===== config.mk =====
export PLATFORM = sky130hd
export DESIGN_NAME = apb_timer_slave
export DESIGN_NICKNAME = d
export VERILOG_FILES = /design/src/rtl/apb_timer_slave.sv
export SDC_FILE = /design/constraint.sdc
export NUM_CORES = 1
export LEC_CHECK = 0
export CORE_UTILIZATION = 47
export DETAILED_ROUTE_END_ITERATION = 7
export PLACE_DENSITY_LB_ADDON = 0.12
export SLEW_MARGIN = 40
export SYNTH_ARGS = -nofsm -noshare
export SYNTH_HDL_FRONTEND = slang
export SYNTH_SLANG_ARGS = --single-unit
export TNS_END_PERCENT = 5

===== constraint.sdc =====
create_clock -name Hclk -period 5.1 [get_ports Hclk]
set_input_delay 1.02 -clock Hclk [delete_from_list [all_inputs] [get_ports Hclk]]
set_output_delay 1.02 -clock Hclk [all_outputs]
set_load 0.01 [all_outputs]

===== src/rtl/apb_timer_slave.sv =====
`default_nettype none
// ============================================================================
// apb_timer_slave : APB slave exposing a 32-bit down-counter timer with
//                   auto-reload, sticky expiry flag and level interrupt.
// Revision       : 1.0
// ============================================================================
module apb_timer_slave #(
  parameter int PSEL_INDEX = 0
) (
  input  logic        Hclk,
  input  logic        Hreset,
  input  logic [2:0]  Pselx,
  input  logic [31:0] Paddr,
  input  logic [31:0] Pwdata,
  input  logic        Penable,
  input  logic        Pwrite,
  output logic [31:0] Prdata,
  output logic        irq
);

  typedef enum logic [1:0] {
    IDLE   = 2'd0,
    SETUP  = 2'd1,
    ACCESS = 2'd2
  } state_t;

  localparam logic [1:0] ADDR_CTRL   = 2'd0;
  localparam logic [1:0] ADDR_LOAD   = 2'd1;
  localparam logic [1:0] ADDR_COUNT  = 2'd2;
  localparam logic [1:0] ADDR_STATUS = 2'd3;

  state_t      state_q, state_d;
  logic [1:0]  addr_q, addr_d;
  logic        write_q, write_d;
  logic [31:0] wdata_q, wdata_d;
  logic [2:0]  ctrl_q, ctrl_d;
  logic [31:0] load_q, load_d;
  logic [31:0] count_q, count_d;
  logic        exp_q, exp_d;

  logic        sel;
  logic        access_valid;
  logic        wr_en;
  logic        exp_set;
  logic [31:0] rd_mux;
  logic        unused_bits;

  assign sel          = Pselx[PSEL_INDEX];
  assign unused_bits  = ^{Paddr[31:4], Paddr[1:0], Pselx};
  // Only an enable that directly follows a setup cycle is a real access.
  assign access_valid = (state_q == SETUP) && sel && Penable;
  assign wr_en        = access_valid && write_q;
  assign exp_set      = ctrl_q[0] && (count_q == 32'd0);
  assign irq          = exp_q && ctrl_q[2];

  always_comb begin
    state_d = state_q;
    case (state_q)
      IDLE:    if (sel && !Penable) state_d = SETUP;
      SETUP: begin
        if (!sel)         state_d = IDLE;
        else if (Penable) state_d = ACCESS;
        else              state_d = SETUP;
      end
      ACCESS:  state_d = (sel && !Penable) ? SETUP : IDLE;
      default: state_d = IDLE;
    endcase
  end

  always_comb begin
    addr_d  = addr_q;
    write_d = write_q;
    wdata_d = wdata_q;
    if (state_d == SETUP) begin
      addr_d  = Paddr[3:2];
      write_d = Pwrite;
      wdata_d = Pwdata;
    end
  end

  always_comb begin
    ctrl_d  = ctrl_q;
    load_d  = load_q;
    count_d = count_q;
    exp_d   = exp_q;
    if (ctrl_q[0]) begin
      if (count_q != 32'd0) begin
        count_d = count_q - 32'd1;
      end else begin
        exp_d = 1'b1;
        if (ctrl_q[1]) count_d   = load_q;
        else           ctrl_d[0] = 1'b0;
      end
    end
    // Bus writes override the timer's own update; expiry beats a clear.
    if (wr_en) begin
      case (addr_q)
        ADDR_CTRL:   ctrl_d = wdata_q[2:0];
        ADDR_LOAD: begin
          load_d  = wdata_q;
          count_d = wdata_q;
        end
        ADDR_STATUS: if (wdata_q[0] && !exp_set) exp_d = 1'b0;
        default:     ;
      endcase
    end
  end

  always_comb begin
    rd_mux = 32'd0;
    case (addr_q)
      ADDR_CTRL:   rd_mux = {29'd0, ctrl_q};
      ADDR_LOAD:   rd_mux = load_q;
      ADDR_COUNT:  rd_mux = count_q;
      ADDR_STATUS: rd_mux = {31'd0, exp_q};
      default:     rd_mux = 32'd0;
    endcase
    Prdata = (access_valid && !write_q) ? rd_mux : 32'd0;
  end

  always_ff @(posedge Hclk or posedge Hreset) begin
    if (Hreset) begin
      state_q <= IDLE;
      addr_q  <= 2'd0;
      write_q <= 1'b0;
      wdata_q <= 32'd0;
      ctrl_q  <= 3'd0;
      load_q  <= 32'd0;
      count_q <= 32'd0;
      exp_q   <= 1'b0;
    end else begin
      state_q <= state_d;
      addr_q  <= addr_d;
      write_q <= write_d;
      wdata_q <= wdata_d;
      ctrl_q  <= ctrl_d;
      load_q  <= load_d;
      count_q <= count_d;
      exp_q   <= exp_d;
    end
  end

endmodule
`default_nettype wire


-- Yosys cells after proc, flatten, opt, wreduce, memory -nomap -nowiden
Cells that the tools add are included.
- output and inout bits: 33
- word-level logic and storage cells: 55
- bits of input ports: 71
- register bits after elaboration: 105
- reduce and logical (&&, ||, !) cells: 17
- add/sub/neg operators: 1
- equality and inequality tests: 6
- multiplexer cells: 22
- operators with widths (operator ; count):
    32-bit two-way mux ; 6
    32-bit one-hot mux with 4 select lines ; 1
    32-bit logical NOT ; 1
    32-bit nonzero test ; 1
    32-bit by 1-bit subtractor with 32-bit output, second input constant ; 1
    1-bit two-way mux ; 11
    1-bit logical AND ; 8
    2-bit by 1-bit == test with 1-bit output, second input constant ; 3
    2-bit == test, second input constant ; 3
    2-bit two-way mux ; 3
    2-bit one-hot mux with 3 select lines ; 1
    2-bit logical NOT ; 2
    2-bit AND reduction ; 2
    1-bit logical NOT ; 3

-- Depth between registers and ports, before layout
- depth in word-level cells: 7
- mapped depth: 10
- depth with buffers taken out: 8

-- Least setup slack after synthesis
OpenSTA, ideal clock, no wires.
- kind: input port to output port
- from: input port Pselx[0]
- to: output port Prdata[10]
- required time: 4080 ps
- arrival: 1868 ps
- stages: 5
- setup slack: 2212 ps
- path buffers: 2
- path through: and4b_1 > clkbuf_1 > nand2b_1 > buf_1 > nor2_1
- word-level cells in the longest chain between the ends: 4
- RTL lines (item ; RTL line ; RTL):
    from (decl) ; 12 ; input logic [2:0] Pselx,
    1-bit logical AND (2 in series) ; 51 ; assign access_valid = (state_q == SETUP) && sel && Penable;
    1-bit logical AND ; 118 ; Prdata = (access_valid && !write_q) ? rd_mux : 32'd0;
    32-bit two-way mux ; 118 ;
    to (decl) ; 17 ; output logic [31:0] Prdata,
No other way between the ends.

-- Worst setup path in the final report
- from: input port Penable
- to: output port Prdata[16]
- word-level cells in the longest chain between the ends: 3
- RTL lines (item ; RTL line ; RTL):
    from (decl) ; 15 ; input logic Penable,
    1-bit logical AND ; 51 ;
    1-bit logical AND ; 118 ;
    32-bit two-way mux ; 118 ;
No other way between the ends.

==> impl_metrics.py <==
metrics = {
    "outcome": {
        "status": "finished with violations",
        "violations": "design-rule violations",
    },
    "clock_network": {
        "clk_latency_ns": 0.36,
        "cts_tree": "built",
        "cts.hold.buffers_added": 0,
        "clock_sinks": 105,
        "cts_root_buf": "clkbuf_16",
        "post_cts_buffers": 0,
        "cts_buffer_depth": 2,
        "path_clk_slew_ns": 0.07,
        "cts_resized": 0,
        "cts_buffers": 9,
        "h-tree-depth": 3,
    },
    "die": {
        "die_h_um": 112,
        "start_util": 0.491,
        "rows": 39,
        "core_area_um2": 11600,
        "die_w_um": 112,
        "die-area_um2": 12600,
        "io_pins": 104,
    },
    "sta": {
        "setup_viol": 0,
        "worstMarginPinSlew_ns": 0.835,
        "fin_crit_ns": 3.95,
        "holdWs_ns": 0.494,
        "skew_ns": 0.0104,
        "slew_headroom": 0.442,
        "fin_crit_sh": 0.774,
        "setup_tns_ns": 0,
        "fmax_mhz": 253,
        "rsz0062_at_grt": "false",
        "drv_slew": 0,
        "finalHoldViolCount": 0,
    },
    "grt": {
        "grt_usage": 0.258,
        "overflow": 0,
        "grt_max_degree": 54,
        "grt_pass1_vias": 4794,
        "grt_pass1_wl_um": 25400,
        "antenna_found_initial": 0,
    },
    "run": {
        "max_cap_violations": 0,
    },
    "yosys": {
        "synth_cell_types": 61,
        "synth_edf_count": 0,
        "synthMuxAreaShare": 0.0973,
        "ys.flop_type": "dfrtp_1",
        "syn_area_um2": 5710,
        "yosysSeqAreaShare": 0.460,
        "ys_ff_latch": 105,
        "yosys_warnings": 0,
        "yosys.area_share.simple": 0.216,
        "synthArstFlopShare": 1.00,
        "synth_xor_area_frac": 0.0123,
        "synth_compound_gate_area_share": 0.172,
        "synth_nets": 691,
        "synth_top_family_by_area": "simple AND/OR/NAND/NOR gates",
        "syn_inst": 618,
        "post_synth_fa_ha_maj_area_fraction": 0.00438,
        "syn_avg_cell_area_um2": 9.24,
    },
    "cells_and_area": {
        "final_cell_mix": "nand2_1 (112), dfrtp_1 (105), clkdlybuf4s50_1 (71)",
        "syn_to_final_growth_pct": 19.5,
        "layout-drive-gt1-share": 0.134,
        "diodes": 0,
        "final_core_util": 0.587,
        "final_common_cell": "nand2_1",
        "fill_cells": 1040,
        "final_cell_area_um2": 6820,
        "nNetsFinal": 739,
    },
    "drt": {
        "via_count": 4973,
        "routed_wl_um": 15300,
        "drc": 5,
        "wl_per_cell_um": 18.8,
        "ant_nets": 0,
        "avgViaCountPerCell": 6.12,
        "drt_pass1_iterations": 7,
        "dr.first_iter.drc_count": 342,
    },
    "critical_path": {
        "cp_max_fo": 16,
        "worstPathCellList": "clkdlybuf4s50_1 -> and4b_1 -> nand2b_1 -> buf_4 -> nor2_1 -> clkdlybuf4s50_1",
        "cp.required_ns": 4.08,
        "end_kind": "output port",
        "rr_startpoint": "count_q[0]$_DFF_PP0_",
        "critPathLaunch": "Penable",
        "critical_path.slowest_cell": "clkdlybuf4s50_1",
        "critPathMaxStageDelay_ns": 0.55,
        "path_class": "in -> out",
        "crit_top_cell": "clkdlybuf4s50_1",
        "arrival_ns": 2.93,
        "startpoint_type": "primary input",
    },
    "worst_hold_path": {
        "hp-start": "wdata_q[11]$_DFFE_PP0N_",
        "hold_class": "reg -> reg",
    },
    "power": {
        "vdd_ir_drop_max_v": 0.000275,
        "power.leakage_nw": 2.85,
        "power_mw": 2.79,
        "cellPowerDensity_nw_per_um2": 409,
    },
    "place": {
        "gp_congestion": 0.852,
        "dp_hpwl_um": 9820,
        "dpl_cell_area_um2": 6510,
        "portBuffers": 71,
    },
}
==> synth_stat cells (4+ instances only) <==
cell type  instances  share of area
nand2_1          112          0.074
dfrtp_1          105           0.46
nor2_1            56          0.037
mux2_2            41          0.081
clkbuf_1          34          0.022
a22oi_1           32          0.042
o21ai_1           27          0.024
a21oi_1           20          0.018
nor3_1            20          0.018
a31oi_1           16          0.018
o21ai_0           14          0.012
nand3_1           12          0.011
and3_1             7         0.0077
a211oi_1           6         0.0079
a22o_1             6         0.0092
inv_1              6         0.0039
mux2i_1            6          0.011
o31ai_1            6         0.0079
and2_1             5         0.0055
or3_1              5         0.0055
a311oi_1           4         0.0061
buf_1              4         0.0026
nor4_2             4         0.0088
o211ai_1           4         0.0053
xnor2_1            4         0.0061
xor2_1             4         0.0061
==> routing by layer <==
metal / vias up / global-route usage / part of all wire
met2: 178 / 0.392 / 0.46
met4: 0 / 0.0809 / 0.017
met5: - / 0 / 0
met3: 18 / 0.0486 / 0.062
li1: 2317 / - / -
met1: 2460 / 0.375 / 0.46
==> kinds of logic (layout without fill, tap and decap cells) <==
| family | after synthesis | count (layout) |
|---|---|---|
| AND/OR/NAND/NOR | 254 | 254 |
| AO/OA/AOI/OAI | 150 | 150 |
| flip-flops | 105 | 105 |
| buffers and inverters | 50 | 102 |
| multiplexers | 49 | 49 |
| XOR/XNOR | 8 | 8 |
| adder cells (fa/ha/maj) | 2 | 2 |
==> critical path, delay by kind of cell <==
kind,cells,cell delay (ns)
buffers and inverters,3,1.29
AND/OR/NAND/NOR,3,0.60
==> stage by stage <==
| step | worst slack (ns) | std cells |
|---|---|---|
| after global placement | 1.23 | 798 |
| after CTS | 1.14 | 813 |
| final | 1.15 | 813 |
| after detailed placement | 1.18 | 798 |
| after global routing | 1.03 | 813 |
| after floorplan | 1.32 | 618 |
==> flip-flops by register name, indices dropped and copies added (netlist names) <==
name,cells
addr_q,2
count_q,32
state_q,2
load_q,32
ctrl_q,3
write_q,1
wdata_q,32
exp_q,1
==> power by group <==
part | switching [mW] | total (mW) | internal [mW]
clock | 0.303 | 0.743 | 0.441
sequential | 0.264 | 1.29 | 1.02
combinational | 0.418 | 0.759 | 0.341
total | 0.985 | 2.79 | 1.80
==> path summary, 6_finish.rpt <==
kind                                          end  slack (ns)  cells past startpoint
max                                    Prdata[16]        1.15                      6
min                        load_q[11]$_DFFE_PP0P_        0.49                      2
max reg2reg                  count_q[6]$_DFF_PP0_        1.80                      8
min reg2reg                load_q[11]$_DFFE_PP0P_        0.49                      2
max in group asynchronous  load_q[16]$_DFFE_PP0P_        3.25                      3
min in group asynchronous   ctrl_q[2]$_DFFE_PP0P_        0.92                      2
==> layout make-up <==
cell class / count / area (um2) / area share
Multi-Input combinational cell: 463 / 2890 / 0.424
Tap cell: 143 / 179 / 0.0262
Inverter: 6 / 25.0 / 0.00367
Timing Repair Buffer: 81 / 786 / 0.115
Sequential cell: 105 / 2630 / 0.385
Clock buffer: 12 / 246 / 0.0361
Clock inverter: 3 / 65.1 / 0.00954
(Power assumes the default switching activity.)
==> variant 1: new RTL, same flow settings <==
Register the inputs `Pselx`, `Paddr`, `Pwdata`, `Penable` and `Pwrite` before use, without a reset. The logic sees them one clock later.
--- a/src/rtl/apb_timer_slave.sv
+++ b/src/rtl/apb_timer_slave.sv
@@ -31,2 +31,16 @@
 
+  logic [2:0] Pselx_q;
+  logic [31:0] Paddr_q;
+  logic [31:0] Pwdata_q;
+  logic Penable_q;
+  logic Pwrite_q;
+
+  always_ff @(posedge Hclk) begin
+    Pselx_q   <= Pselx;
+    Paddr_q   <= Paddr;
+    Pwdata_q  <= Pwdata;
+    Penable_q <= Penable;
+    Pwrite_q  <= Pwrite;
+  end
+
   state_t      state_q, state_d;
@@ -47,6 +61,6 @@
 
-  assign sel          = Pselx[PSEL_INDEX];
-  assign unused_bits  = ^{Paddr[31:4], Paddr[1:0], Pselx};
+  assign sel          = Pselx_q[PSEL_INDEX];
+  assign unused_bits  = ^{Paddr_q[31:4], Paddr_q[1:0], Pselx_q};
   // Only an enable that directly follows a setup cycle is a real access.
-  assign access_valid = (state_q == SETUP) && sel && Penable;
+  assign access_valid = (state_q == SETUP) && sel && Penable_q;
   assign wr_en        = access_valid && write_q;
@@ -58,9 +72,9 @@
     case (state_q)
-      IDLE:    if (sel && !Penable) state_d = SETUP;
+      IDLE:    if (sel && !Penable_q) state_d = SETUP;
       SETUP: begin
         if (!sel)         state_d = IDLE;
-        else if (Penable) state_d = ACCESS;
+        else if (Penable_q) state_d = ACCESS;
         else              state_d = SETUP;
       end
-      ACCESS:  state_d = (sel && !Penable) ? SETUP : IDLE;
+      ACCESS:  state_d = (sel && !Penable_q) ? SETUP : IDLE;
       default: state_d = IDLE;
@@ -74,5 +88,5 @@
     if (state_d == SETUP) begin
-      addr_d  = Paddr[3:2];
-      write_d = Pwrite;
-      wdata_d = Pwdata;
+      addr_d  = Paddr_q[3:2];
+      write_d = Pwrite_q;
+      wdata_d = Pwdata_q;
     end
Formal check against the unedited RTL: not equivalent (Yosys sat finds a counterexample within 4 cycles, from zero or initial values and one cycle with Hreset high).
==> variant 1 against the original RTL <==
  * Cell area up 15%
  * Core utilization up 0.99 points
  * Worst setup slack better by 0.055 ns
  * Hold slack worse by 0.035 ns
  * Sequential cell count up 37
  * Routed wire length up 3.3%
  * Clock power up 88%
  * Critical endpoint is now Prdata[31]
  * Area after synthesis up 11%
  * Highest routed layer unchanged
  * Maximum frequency up 1.4%
  * Total power up 33%
==> variant 1: results <==
group,metric,value,unit
min_path,min_path_cells,1,
critical_path,critPathLaunch,"addr_q[1]",
synth,asyncSetResetFlopFracSynth,0.739,
cells_and_area,multi_input_area_share,0.353,
cells_and_area,register_area,0.00337,mm²
routing,route.met3.wl,1030,µm
cells_and_area,fill_cells,1117,
cells_and_area,num-nonclk-buffers,85,
synth,synth-seq-cells,142,
grt,grt_max_degree,45,
power,power.leakage,3.34,nW
grt,use_met2,0.368,
critical_path,critical_path.reg2reg.startpoint,"count_q[14]",
cells_and_area,num-nets-final,780,
place,post-dp-hpwl,9890,µm
synth,ys_top_cells_by_area,"dfrtp_1, dfxtp_1, mux2_2",
place,dp.cells,864,
grt,gr-usage-all-layers,0.243,
routing,drt-total-wl,15800,µm
synth,yosysSeqAreaShare,0.533,
cells_and_area,clock_cell_area_share,0.0848,
critical_path,endpoint,"Prdata[31]",
grt,grt_pass1_wl,26200,µm
routing,wl_met2,7270,µm
cells_and_area,layout.nonclk_buf_frac,0.104,
routing,dr.first_iter.drc_count,399,
critical_path,slowest_stage,"nor2b_2",
grt,use_met1,0.324,
grt,grt_util_met3,0.0664,
place,finalWeightedCongestion,0.834,
run_status,status,"complete, no violations",
synth,yosysUniqueCellTypes,58,
timing,period_minus_slack,3.89,ns
critical_path,r2r_slack,2.25,ns
clocking,htree_levels,4,
critical_path,cp.arrival,2.87,ns
power,peakVddDrop,0.318,mV
[variant 1: cell types whose count changed after synthesis, moves of 5 or more]
cell / before / now
a21boi_0: 0 / 6
a22o_1: 6 / 1
a31oi_1: 16 / 7
dfxtp_1: 0 / 37
nand2_1: 112 / 129
nand4_1: 1 / 10
nor3_1: 20 / 15
o21ai_0: 14 / 25
o21ai_1: 27 / 9
[variant 1: logic make-up after synthesis]
logic type	Yosys count	share of synthesized area
adders and majority gates	2	0.00396
buffers and inverters	50	0.0330
AOI/OAI and AO/OA	135	0.140
xor gates and xnor gates	6	0.00831
DFF	142	0.533
muxes	52	0.0930
and+or+nand+nor	260	0.189
[variant 1: power by group]
part | switching (mW) | total (mW) | internal (mW)
registers | 0.249 | 1.58 | 1.33
logic | 0.405 | 0.724 | 0.319
clock network | 0.475 | 1.40 | 0.921
total | 1.13 | 3.70 | 2.57
==> variant 2: new RTL, same flow settings <==
Made on the original files. Put a register stage on the output `Prdata`. The value now appears one clock later. The other outputs are not delayed to match.
--- a/src/rtl/apb_timer_slave.sv
+++ b/src/rtl/apb_timer_slave.sv
@@ -30,2 +30,4 @@
   localparam logic [1:0] ADDR_STATUS = 2'd3;
+
+  logic [31:0] Prdata_d;
 
@@ -117,3 +119,3 @@
     endcase
-    Prdata = (access_valid && !write_q) ? rd_mux : 32'd0;
+    Prdata_d = (access_valid && !write_q) ? rd_mux : 32'd0;
   end
@@ -142,2 +144,6 @@
 
+  always_ff @(posedge Hclk) begin
+    Prdata <= Prdata_d;
+  end
+
 endmodule
Function: changed (Yosys sat finds a counterexample within 4 cycles, from zero or initial values and one cycle with Hreset high).
==> variant 2 against the original RTL <==
  * Cell area increased by 14%
  * Hold slack worse by 0.014 ns
  * Combinational power fell by 10%
  * Sequential cell count up 32
  * Worst setup slack gained 0.91 ns
  * Routed wire length grew 3.8%
  * First-iteration DRC count is 15% higher
  * Total power is 22% higher
  * Area after synthesis grew 11%
  * Critical path depth rose by 2
  * Sequential power rose by 21%
  * Critical path type is now in2reg
==> variant 2: results <==
group,metric,value,unit
min_path,min_path_cells,2,
synth,ys_top_cells_by_count,"nand2_1, dfrtp_1, nor2_1, mux2_2, clkbuf_1",
run_status,status,"complete, no violations",
synth,asyncSetResetFlopFracSynth,0.766,
critical_path,r2r_slack,2.25,ns
routing,wl_per_cell,17.6,µm
critical_path,critical_path.reg2reg.startpoint,"ctrl_q[1]",
routing,vias,5278,
clocking,cts_buffers,17,
clocking,htree_levels,4,
place,pre_cts_slack,1.67,ns
power,power.switching,1.09,mW
timing,clock.fmax,0.329,GHz
power,power.leakage,3.23,nW
critical_path,r2r_cells,6,
routing,dr.first_iter.drc_count,393,
min_path,min_path_type,"reg2reg",
cells_and_area,fill_cells,1144,
synth,yosysSeqAreaShare,0.514,
routing,firstDrtPassIters,5,
min_path,hp-start,"wdata_q[10]",
grt,grt_pass1_wl,26300,µm
grt,grt_max_degree,81,
place,finalWeightedCongestion,0.890,
cells_and_area,layout-drive-gt1-share,0.137,
critical_path,cp.arrival,3.38,ns
clocking,clkLatencyLatePin,0.42,ns
timing,max_slew_margin,0.567,
place,post-dp-hpwl,9910,µm
synth,yosysUniqueCellTypes,63,
synth,ys_top_cells_by_area,"dfrtp_1, dfxtp_1, nand2_1",
grt,gr-usage-all-layers,0.239,
min_path,hold_end,"load_q[10]",
cells_and_area,num-nets-final,789,
variant 2: cell count changes in the layout (fill, tap and decap cells not counted), sizes merged, moves of 5 or more:
cell / delta
dfxtp: +32
o21ai: +5
a21oi: +7
nand2: +11
or3: +7
a22o: -6
clkbuf: +12
nor2: -8
variant 2: worst max path at each step:
stage / startpoint / endpoint / depth (start not counted)
floorplan: Hreset / addr_q[0] / 1
global placement: Penable / count_q[8] / 8
detailed placement: Penable / count_q[8] / 8
CTS: Penable / count_q[8] / 8
global route: Penable / count_q[8] / 8
finish: Penable / count_q[8] / 8
variant 2: per-layer routing:
layer	track usage	vias to the layer above	wire, µm
met5	0	-	0
met4	0.0873	0	262
met3	0.0521	22	928
met2	0.377	199	7600
met1	0.322	2582	7100
li1	-	2475	-
variant 2: power by group through the flow:
stage	clock [mW]	sequential [mW]	combinational, mW
2_1_floorplan	0	1.45	0.571
3_3_place_gp	0	1.56	0.654
3_5_place_dp	0	1.57	0.675
4_1_cts	1.18	1.55	0.680
5_1_grt	1.23	1.59	0.756
6_report	1.16	1.56	0.681
variant 2: through the flow:
stage / hold WS (ns) / cell area, µm² / power [mW] / instances
2_1_floorplan: 0.448 / 6350 / 2.02 / 663
3_3_place_gp: 0.472 / 7170 / 2.21 / 872
3_5_place_dp: 0.474 / 7180 / 2.24 / 872
4_1_cts: 0.488 / 7740 / 3.42 / 904
5_1_grt: 0.503 / 7770 / 3.58 / 905
6_report: 0.480 / 7770 / 3.41 / 905
variant 2: cell type report:
| cell class | count | share of cell area |
|---|---|---|
| Clock buffer | 24 | 0.0633 |
| Sequential cell | 137 | 0.421 |
| Multi-Input combinational cell | 470 | 0.370 |
| Timing Repair Buffer | 81 | 0.104 |
| Tap cell | 176 | 0.0283 |
| Clock inverter | 8 | 0.00902 |
| Inverter | 9 | 0.00499 |
variant 2: cells by family after synthesis:
| kind of cell | Yosys count | share of synthesized area |
|---|---|---|
| buffers and inverters | 56 | 0.0370 |
| and+or+nand+nor | 261 | 0.199 |
| AOI/OAI and AO/OA | 154 | 0.155 |
| DFF | 137 | 0.514 |
| adders and majority gates | 2 | 0.00394 |
| muxes | 45 | 0.0804 |
| xor gates and xnor gates | 8 | 0.0110 |
variant 2: worst max-delay path, cell delays in order:
cell and delay, ns:
clkdlybuf4s50_1 0.52, and4b_1 0.31, and3_2 0.58, buf_4 0.46, nand2_1 0.14, o21ai_0 0.09, o21ai_1 0.08, a31oi_1 0.15
